<file path="src/rtl/hdb_pkg.sv">
`default_nettype none
// ============================================================================
//  Module   : hdb_pkg
//  Purpose  : Shared symbol codes and parameter limits for the HDBn encoder.
//  Revision : 1.0 - initial release
// ============================================================================
package hdb_pkg;

    // Symbol classes carried through the delay line and presented on sym_type
    typedef enum logic [1:0] {
        HDB3_0 = 2'b00,   // zero, no pulse
        HDB3_1 = 2'b01,   // data mark (AMI pulse)
        HDB3_B = 2'b10,   // balancing pulse, obeys AMI alternation
        HDB3_V = 2'b11    // violation pulse, repeats previous polarity
    } hdb_sym_e;

    // Legal range of the zero-run substitution length
    localparam int N_MIN = 2;
    localparam int N_MAX = 8;

    // Marks and B pulses both alternate polarity relative to the last pulse
    function automatic logic is_alt_pulse(input hdb_sym_e sym);
        return (sym == HDB3_1) || (sym == HDB3_B);
    endfunction

endpackage
`default_nettype wire

</file>
<file path="src/rtl/hdbn_polarity.sv">
`default_nettype none
// ============================================================================
//  Module   : hdbn_polarity
//  Purpose  : Polarity assignment for HDBn symbols. Tracks the polarity of
//             the last emitted pulse and drives registered code_p/code_n and
//             the symbol class of the emitted symbol.
//  Revision : 1.0 - initial release
// ============================================================================
module hdbn_polarity
    import hdb_pkg::*;
(
    input  logic     clk,
    input  logic     rst_n,
    input  logic     i_en,
    input  hdb_sym_e i_sym,
    output logic     o_code_p,
    output logic     o_code_n,
    output hdb_sym_e o_sym
);

    // 1 = last pulse was positive; reset treats the line as last-negative
    logic r_last_pol;
    logic r_code_p;
    logic r_code_n;
    hdb_sym_e r_sym;

    logic w_pulse_p;
    logic w_pulse_n;
    logic w_next_pol;

    // Pulse polarity for the symbol leaving the delay line
    always_comb begin
        w_pulse_p  = 1'b0;
        w_pulse_n  = 1'b0;
        w_next_pol = r_last_pol;
        if (is_alt_pulse(i_sym)) begin
            // AMI rule: opposite of the previous pulse, then remember it
            w_pulse_p  = ~r_last_pol;
            w_pulse_n  = r_last_pol;
            w_next_pol = ~r_last_pol;
        end else if (i_sym == HDB3_V) begin
            // Violation: same polarity as the previous pulse, history unchanged
            w_pulse_p  = r_last_pol;
            w_pulse_n  = ~r_last_pol;
        end
    end

    // Output and polarity-history registers; everything holds on stall cycles
    always_ff @(posedge clk) begin
        if (!rst_n) begin
            r_last_pol <= 1'b0;
            r_code_p   <= 1'b0;
            r_code_n   <= 1'b0;
            r_sym      <= HDB3_0;
        end else if (i_en) begin
            r_last_pol <= w_next_pol;
            r_code_p   <= w_pulse_p;
            r_code_n   <= w_pulse_n;
            r_sym      <= i_sym;
        end
    end

    assign o_code_p = r_code_p;
    assign o_code_n = r_code_n;
    assign o_sym    = r_sym;

endmodule
`default_nettype wire

</file>
<file path="src/rtl/hdbn_encoder.sv">
`default_nettype none
// ============================================================================
//  Module   : hdbn_encoder
//  Purpose  : Parametrised HDBn line encoder. NRZ input bits are classified,
//             runs of N zeros are replaced by 0..0V or B0..0V so successive
//             violations alternate, and the result is polarity-assigned onto
//             code_p/code_n after an N-symbol look-back delay line.
//  Options  : HDBN_DEBUG_EN - adds test_add_v / test_add_b strobe outputs.
//  Revision : 1.0 - initial release
// ============================================================================
module hdbn_encoder
    import hdb_pkg::*;
#(
    parameter int N = 4
)
(
    input  logic       clk,
    input  logic       rst_n,
    input  logic       in_valid,
    input  logic       data_in,
    output logic       out_valid,
    output logic       code_p,
    output logic       code_n,
    output logic [1:0] sym_type
`ifdef HDBN_DEBUG_EN
    ,
    output logic       test_add_v,
    output logic       test_add_b
`endif
);

    // Counter width shared by the zero-run counter and the fill counter
    localparam int                 c_cnt_w     = $clog2(N + 1);
    localparam logic [c_cnt_w-1:0] c_zero_last = c_cnt_w'(N - 1);
    localparam logic [c_cnt_w-1:0] c_fill_full = c_cnt_w'(N);
    localparam logic [c_cnt_w-1:0] c_cnt_one   = c_cnt_w'(1);

    // Input-stage state
    logic [c_cnt_w-1:0] r_zcnt;     // consecutive zeros since last mark or V
    logic               r_par;      // odd number of marks since last V
    logic [c_cnt_w-1:0] r_fill;     // accepted symbols since reset, saturating
    logic               r_out_valid;

    // Delay line: slot 0 newest, slot N-1 oldest
    hdb_sym_e r_dl [N];

    logic [c_cnt_w-1:0] w_zcnt_nxt;
    logic               w_par_nxt;
    hdb_sym_e           w_new_sym;
    logic               w_retag_b;
    hdb_sym_e           w_emit_sym;
    hdb_sym_e           w_out_sym;

    // Classify the incoming bit and decide on a 0..0V / B0..0V substitution
    always_comb begin
        w_new_sym  = HDB3_0;
        w_retag_b  = 1'b0;
        w_zcnt_nxt = r_zcnt + c_cnt_one;
        w_par_nxt  = r_par;
        if (data_in) begin
            w_new_sym  = HDB3_1;
            w_zcnt_nxt = '0;
            w_par_nxt  = ~r_par;
        end else if (r_zcnt == c_zero_last) begin
            // This zero completes a run of N: it becomes V. With an even
            // pulse count since the last V, the first zero of the run
            // becomes B so that this V has the opposite sign to the last V.
            w_new_sym  = HDB3_V;
            w_retag_b  = ~r_par;
            w_zcnt_nxt = '0;
            w_par_nxt  = 1'b0;
        end
    end

    // Zero-run counter and pulse parity advance only on accepted edges
    always_ff @(posedge clk) begin
        if (!rst_n) begin
            r_zcnt <= '0;
            r_par  <= 1'b0;
        end else if (in_valid) begin
            r_zcnt <= w_zcnt_nxt;
            r_par  <= w_par_nxt;
        end
    end

    // Look-back delay line; the B retag targets the post-shift oldest slot
    always_ff @(posedge clk) begin
        if (!rst_n) begin
            for (int i = 0; i < N; i++) begin
                r_dl[i] <= HDB3_0;
            end
        end else if (in_valid) begin
            r_dl[0] <= w_new_sym;
            for (int i = 1; i < N; i++) begin
                r_dl[i] <= r_dl[i-1];
            end
            // The first zero of the run sits in slot N-2 before the shift,
            // so after this edge it occupies slot N-1; overriding here means
            // the retag and the shift can never race.
            if (w_retag_b) begin
                r_dl[N-1] <= HDB3_B;
            end
        end
    end

    assign w_emit_sym = r_dl[N-1];

    // Fill counter gates out_valid until the delay line holds real symbols
    always_ff @(posedge clk) begin
        if (!rst_n) begin
            r_fill      <= '0;
            r_out_valid <= 1'b0;
        end else begin
            r_out_valid <= in_valid && (r_fill == c_fill_full);
            if (in_valid && (r_fill != c_fill_full)) begin
                r_fill <= r_fill + c_cnt_one;
            end
        end
    end

    hdbn_polarity u_polarity (
        .clk      (clk),
        .rst_n    (rst_n),
        .i_en     (in_valid),
        .i_sym    (w_emit_sym),
        .o_code_p (code_p),
        .o_code_n (code_n),
        .o_sym    (w_out_sym)
    );

    assign out_valid = r_out_valid;
    assign sym_type  = w_out_sym;

`ifdef HDBN_DEBUG_EN
    logic r_add_v;
    logic r_add_b;

    // Debug strobes registered alongside the line outputs
    always_ff @(posedge clk) begin
        if (!rst_n) begin
            r_add_v <= 1'b0;
            r_add_b <= 1'b0;
        end else if (in_valid) begin
            r_add_v <= (w_emit_sym == HDB3_V);
            r_add_b <= (w_emit_sym == HDB3_B);
        end
    end

    assign test_add_v = r_add_v;
    assign test_add_b = r_add_b;
`endif

endmodule
`default_nettype wire

</file>
<file path="config.mk">
export PLATFORM = sky130hd
export DESIGN_NAME = hdbn_encoder
export DESIGN_NICKNAME = d
export VERILOG_FILES = /design/src/rtl/hdb_pkg.sv /design/src/rtl/hdbn_polarity.sv /design/src/rtl/hdbn_encoder.sv
export SDC_FILE = /design/constraint.sdc
export NUM_CORES = 1
export LEC_CHECK = 0
export CELL_PAD_IN_SITES_DETAIL_PLACEMENT = 1
export CELL_PAD_IN_SITES_GLOBAL_PLACEMENT = 1
export CORE_MARGIN = 2
export CORE_UTILIZATION = 50
export CTS_BUF_LIST = sky130_fd_sc_hd__clkbuf_16
export CTS_CLUSTER_SIZE = 20
export DETAILED_ROUTE_END_ITERATION = 7
export DONT_BUFFER_PORTS = 1
export PLACE_DENSITY = 0.76
export SYNTH_ARGS = -nofsm -noshare
export SYNTH_HDL_FRONTEND = slang
export SYNTH_SLANG_ARGS = --single-unit
</file>
<file path="constraint.sdc">
create_clock -name clk -period 2.25 [get_ports clk]
set_clock_uncertainty 0.15 [all_clocks]
set_input_delay 0.45 -clock clk [delete_from_list [all_inputs] [get_ports clk]]
set_output_delay 0.45 -clock clk [all_outputs]
set_load 0.05 [all_outputs]
</file>
# ---- Word-level counts from Yosys, hierarchy flattened
# Memories as Yosys holds them, arrays and structs flattened.
# Cells that the tools add are included.
dict set report op_classes {
  addsub 2
  n_eq_ne 6
  mux 25
  bitwise 7
  reduce_logical 6
}
# op n
set ops {}
lappend ops {{$mux 1} 16}
lappend ops {{$mux 2} 7}
lappend ops {{$add 3x1->3 const B} 2}
lappend ops {{$mux 3} 2}
lappend ops {{$or 1x1->1} 5}
lappend ops {{$eq 2x2->1 const B} 2}
lappend ops {{$reduce_and 2->1} 2}
lappend ops {{$eq 3x2->1 const B} 1}
lappend ops {{$eq 3x3->1 const B} 1}
lappend ops {{$ne 3x3->1 const B} 1}
lappend ops {{$eq 2x1->1 const B} 1}
lappend ops {{$logic_and 1x1->1} 2}
lappend ops {{$not 1->1} 2}
lappend ops {{$reduce_bool 2->1} 1}
lappend ops {{$logic_or 1x1->1} 1}
dict set report totals {
  ff_bits 13
  mem_bits_rw 8
  output_inout_bits 5
  memories 1
}
# name words width rd rd_clocked_by_memory_dff write_ports line_no
set memory_table {}
lappend memory_table {r_dl 4 2 4 0 4 hdbn_encoder.sv:45} ;# hdb_sym_e r_dl [N];

# ---- Logic depth before layout (Yosys ltp)
dict set report logic_depth {
  ltp_word 8
  depth_mapped 5
  mapped_depth_nobuf 5
}

# ---- Cells and area by module
# A second synthesis with hierarchy kept.
dict set report unflattened {
  cells_unflattened 83
  hier_area_um2 914.6
}
# mod n_inst cells_per_inst area_each_um2
set by_module_without_submodules {}
lappend by_module_without_submodules {hdbn_encoder 1 60 694.4}
lappend by_module_without_submodules {hdbn_polarity 1 23 220.2}

# ---- Worst setup path before layout
# No wires, ideal clock.
dict set report synth_path {
  path_type {input-to-reg}
  start {input in_valid}
  end {memory r_dl[0][0] (netlist name), enable pin}
  arrival_ps 821
  required_ps 1778
  path_slack_ps 956
  path_stages 2
  path_cell_list {clkbuf_2 > nand2b_1}
}
# element line_no
set synth_lines {}
lappend synth_lines {{from (decl)} hdbn_encoder.sv:19} ;# input logic in_valid,
lappend synth_lines {{to (decl)} hdbn_encoder.sv:45}

# ---- Worst setup path in the final report
dict set report layout_path {
  start {register u_polarity.r_sym[1], in the netlist u_polarity.o_sym[1]}
  end {output sym_type[1]}
}
# element line_no
set layout_lines {}
lappend layout_lines {{from (decl)} hdbn_polarity.sv:25} ;# hdb_sym_e r_sym;
lappend layout_lines {{from (signal assigned)} hdbn_polarity.sv:59} ;# r_sym <= i_sym;
lappend layout_lines {{to (decl)} hdbn_encoder.sv:24} ;# output logic [1:0] sym_type
# No word-level cell between the ends.

==> out/results.ini <==
[run_status]
status=finished, final reports clean

[floorplanning]
die_w_um=46.9
fp.dieArea_mm2=0.00220
pin_count=9
core-area_mm2=0.00173
start_util_pct=53.3
fp-row-count=15
fp.dieH_um=46.9

[min_path]
holdCritStartpoint=in_valid
hold_path.class=input port to flop

[setup_path]
cp-start-kind=flop
crit_fanout=2
crit_path_start=u_polarity.o_sym[1]$_SDFFE_PN0P_
worstReg2RegStart=r_zcnt[0]$_SDFFE_PN0P_
path_class=flop to output pin
worst_setup_path_end_kind=output pin
cp.arrival_ns=0.89
required_ns=1.65

[drt]
vias=597
drt_pass1_iterations=4
drc=0
totalWireLength_um=1560
wire_per_inst_um=14.5
ant_nets=0
vias_per_cell=5.53
drt-initial-drc-count=4

[timing]
final.setup.tns_ns=0
setup_viol=0
slew_viol_final=0
finalCriticalPeriod_ns=1.49
rsz0062_at_grt=false
finalHoldViolations=0
slew_headroom_pct=65.9
fmax_mhz=671
tightest_slew_ns=0.511
min_period_over_period_pct=66.2

[logic_synthesis]
synth.distinct_cells=28
yosys_warnings=0
synth.ff_latch_count=21
yosysSeqAreaShare_pct=54.4
postSynthCellCount=83
netlist_area_um2=920
avgSynthCellArea_um2=11.1
syn_nets=91

[placement]
gp_congestion=0.737
placed_cells=104
portBuffers=0
dp_hpwl_um=1080

[clock_tree]
post_cts_resize_count=0
cts_sinks=21
post_cts_buffers=0
clockBufferDepth=2
clk_pin_slew_ns=0.05
clock_latency_ns=0.25
cts_tree=built
clockRootBuffer=clkbuf_16
numCtsBuffers=3
h-tree-depth=1
cts-hold-fix-buffers=0

[power]
switching_share_pct=21.3
power_frac_seq_pct=51.3
worst_ir_drop_vdd_mv=0.544
p_per_area_mw_per_mm2=861
leakage_nw=0.409
p_int_mw=0.682
switchingPower_mw=0.185
clkPwrFrac_pct=42.5
p_comb_share_pct=6.2

[final_layout]
layoutNonFillerInstCount=108
finalNetCount=92
layout-drive-gt1-share_pct=4.82
nFillCells=187
syn2layout_area_growth_pct=9.52
diodes=0

[grt]
grt_usage_pct=18.4
antenna_found_initial=0
grt_pass1_vias=584
grt_max_degree=24
grt_pass1_wl_um=2590
grt-ovfl-total=0

[job]
maxCapViolations=0

[final timing paths]
| path | endpoint | slack, ns | cells past startpoint |
|---|---|---|---|
| max | sym_type[1] | 0.76 | 0 |
| min | u_polarity.o_code_n$_SDFFE_PN0P_ | 0.14 | 1 |
| min reg2reg | r_fill[1]$_SDFFE_PN0P_ | 0.34 | 2 |
| max reg2reg | r_dl[3][0]$_SDFFCE_PP0P_ | 0.81 | 3 |
[synthesized netlist by cell type]
master	count	share of area [%]
nor2_1	2	0.82
and2_1	3	2.0
nor4b_1	1	0.95
a21boi_4	1	2.0
xnor2_1	2	1.9
edfxtp_1	8	26
clkbuf_2	2	1.1
nand2b_1	5	3.4
and3_1	6	4.1
buf_2	1	0.54
nand3b_1	4	3.3
nor2b_1	2	1.4
buf_4	1	0.82
dfxtp_1	13	28
nor3b_1	3	2.4
o21ai_0	5	2.7
nor3_1	1	0.54
nand2_1	4	1.6
mux2i_1	2	2.2
a21oi_1	3	1.6
nand3_1	2	1.1
o31ai_1	1	0.82
a31oi_1	1	0.68
and4b_1	1	1.1
ha_1	4	5.4
nand4b_1	1	0.95
inv_1	3	1.2
o211ai_1	1	0.82
[logic make-up after synthesis]
family	count (synthesis)	synth area share, %
multiplexers	2	2.18
AND/OR/NAND/NOR	35	23.7
XOR/XNOR	2	1.91
buffers and inverters	7	3.67
AO/OA/AOI/OAI	12	8.71
adder cells (fa/ha/maj)	4	5.44
flip-flops	21	54.4
[power by group through the flow]
| stage | logic, mW | clock network, mW | registers [mW] |
|---|---|---|---|
| 5_1_grt | 0.0621 | 0.391 | 0.448 |
| 3_3_place_gp | 0.0523 | 0 | 0.452 |
| 2_1_floorplan | 0.0553 | 0 | 0.449 |
| 3_5_place_dp | 0.0549 | 0 | 0.453 |
| 6_report | 0.0542 | 0.368 | 0.444 |
| 4_1_cts | 0.0552 | 0.381 | 0.445 |
[per-layer routing]
| layer | global-route usage (%) | wire [um] | share of wire (%) | vias up |
|---|---|---|---|---|
| met5 | 0 | 0 | 0 | - |
| met4 | 13.3 | 48 | 3.1 | 0 |
| met3 | 8.46 | 78 | 5.0 | 4 |
| met2 | 26.6 | 722 | 46 | 11 |
| met1 | 21.4 | 713 | 46 | 288 |
| li1 | - | - | - | 294 |
[layout make-up]
cell class / count / area [um^2] / area share [%]
sequential: 21 / 500 / 49.7
multi-input combinational: 55 / 385 / 38.3
clock buffer: 3 / 75.1 / 7.45
tap: 25 / 31.3 / 3.11
inverter: 3 / 11.3 / 1.12
clock inverter: 1 / 3.75 / 0.373
[state kept, by name, summed over array words and instances (netlist names)]
register	count
out_valid	1
r_par	1
r_dl	8
r_fill	3
u_polarity.o_code_p	1
u_polarity.o_sym	2
u_polarity.r_last_pol	1
r_zcnt	3
u_polarity.o_code_n	1
[worst register-to-register path, cell delays in order (launching register included)]
cell and delay (ns):
dfxtp_1 0.36, ha_1 0.19, nor4b_1 0.37, nor3b_1 0.11
[layout by cell type (no fill, tap or decap)]
cell type  count
xnor2_1        2
o31ai_1        1
a31oi_1        1
nor2_1         2
o211ai_1       1
nand4b_1       1
inv_1          4
nor2b_1        2
and2_1         3
o21ai_0        5
dfxtp_1       13
nor3b_1        3
nor4b_1        1
a21boi_4       1
and4b_1        1
edfxtp_1       8
nand2_1        4
and3_1         6
a21oi_1        3
ha_1           4
nand2b_1       5
nor3_1         1
nand3_1        2
mux2i_1        2
nand3b_1       4
clkbuf_16      3
[stage by stage]
stage               hold slack (ns)  util (%)  setup slack (ns)  total power, mW  instance area [um^2]
floorplan                     0.299         -             0.956            0.504                   920
global placement              0.314      53.8             0.903            0.504                   928
detailed placement            0.336      53.8             0.818            0.508                   928
CTS                           0.128      58.3             0.749            0.880                  1010
global route                  0.129      58.3             0.694            0.901                  1010
finish                        0.137      58.3             0.760            0.867                  1010
No activity file was read; power rests on OpenSTA's default activity.
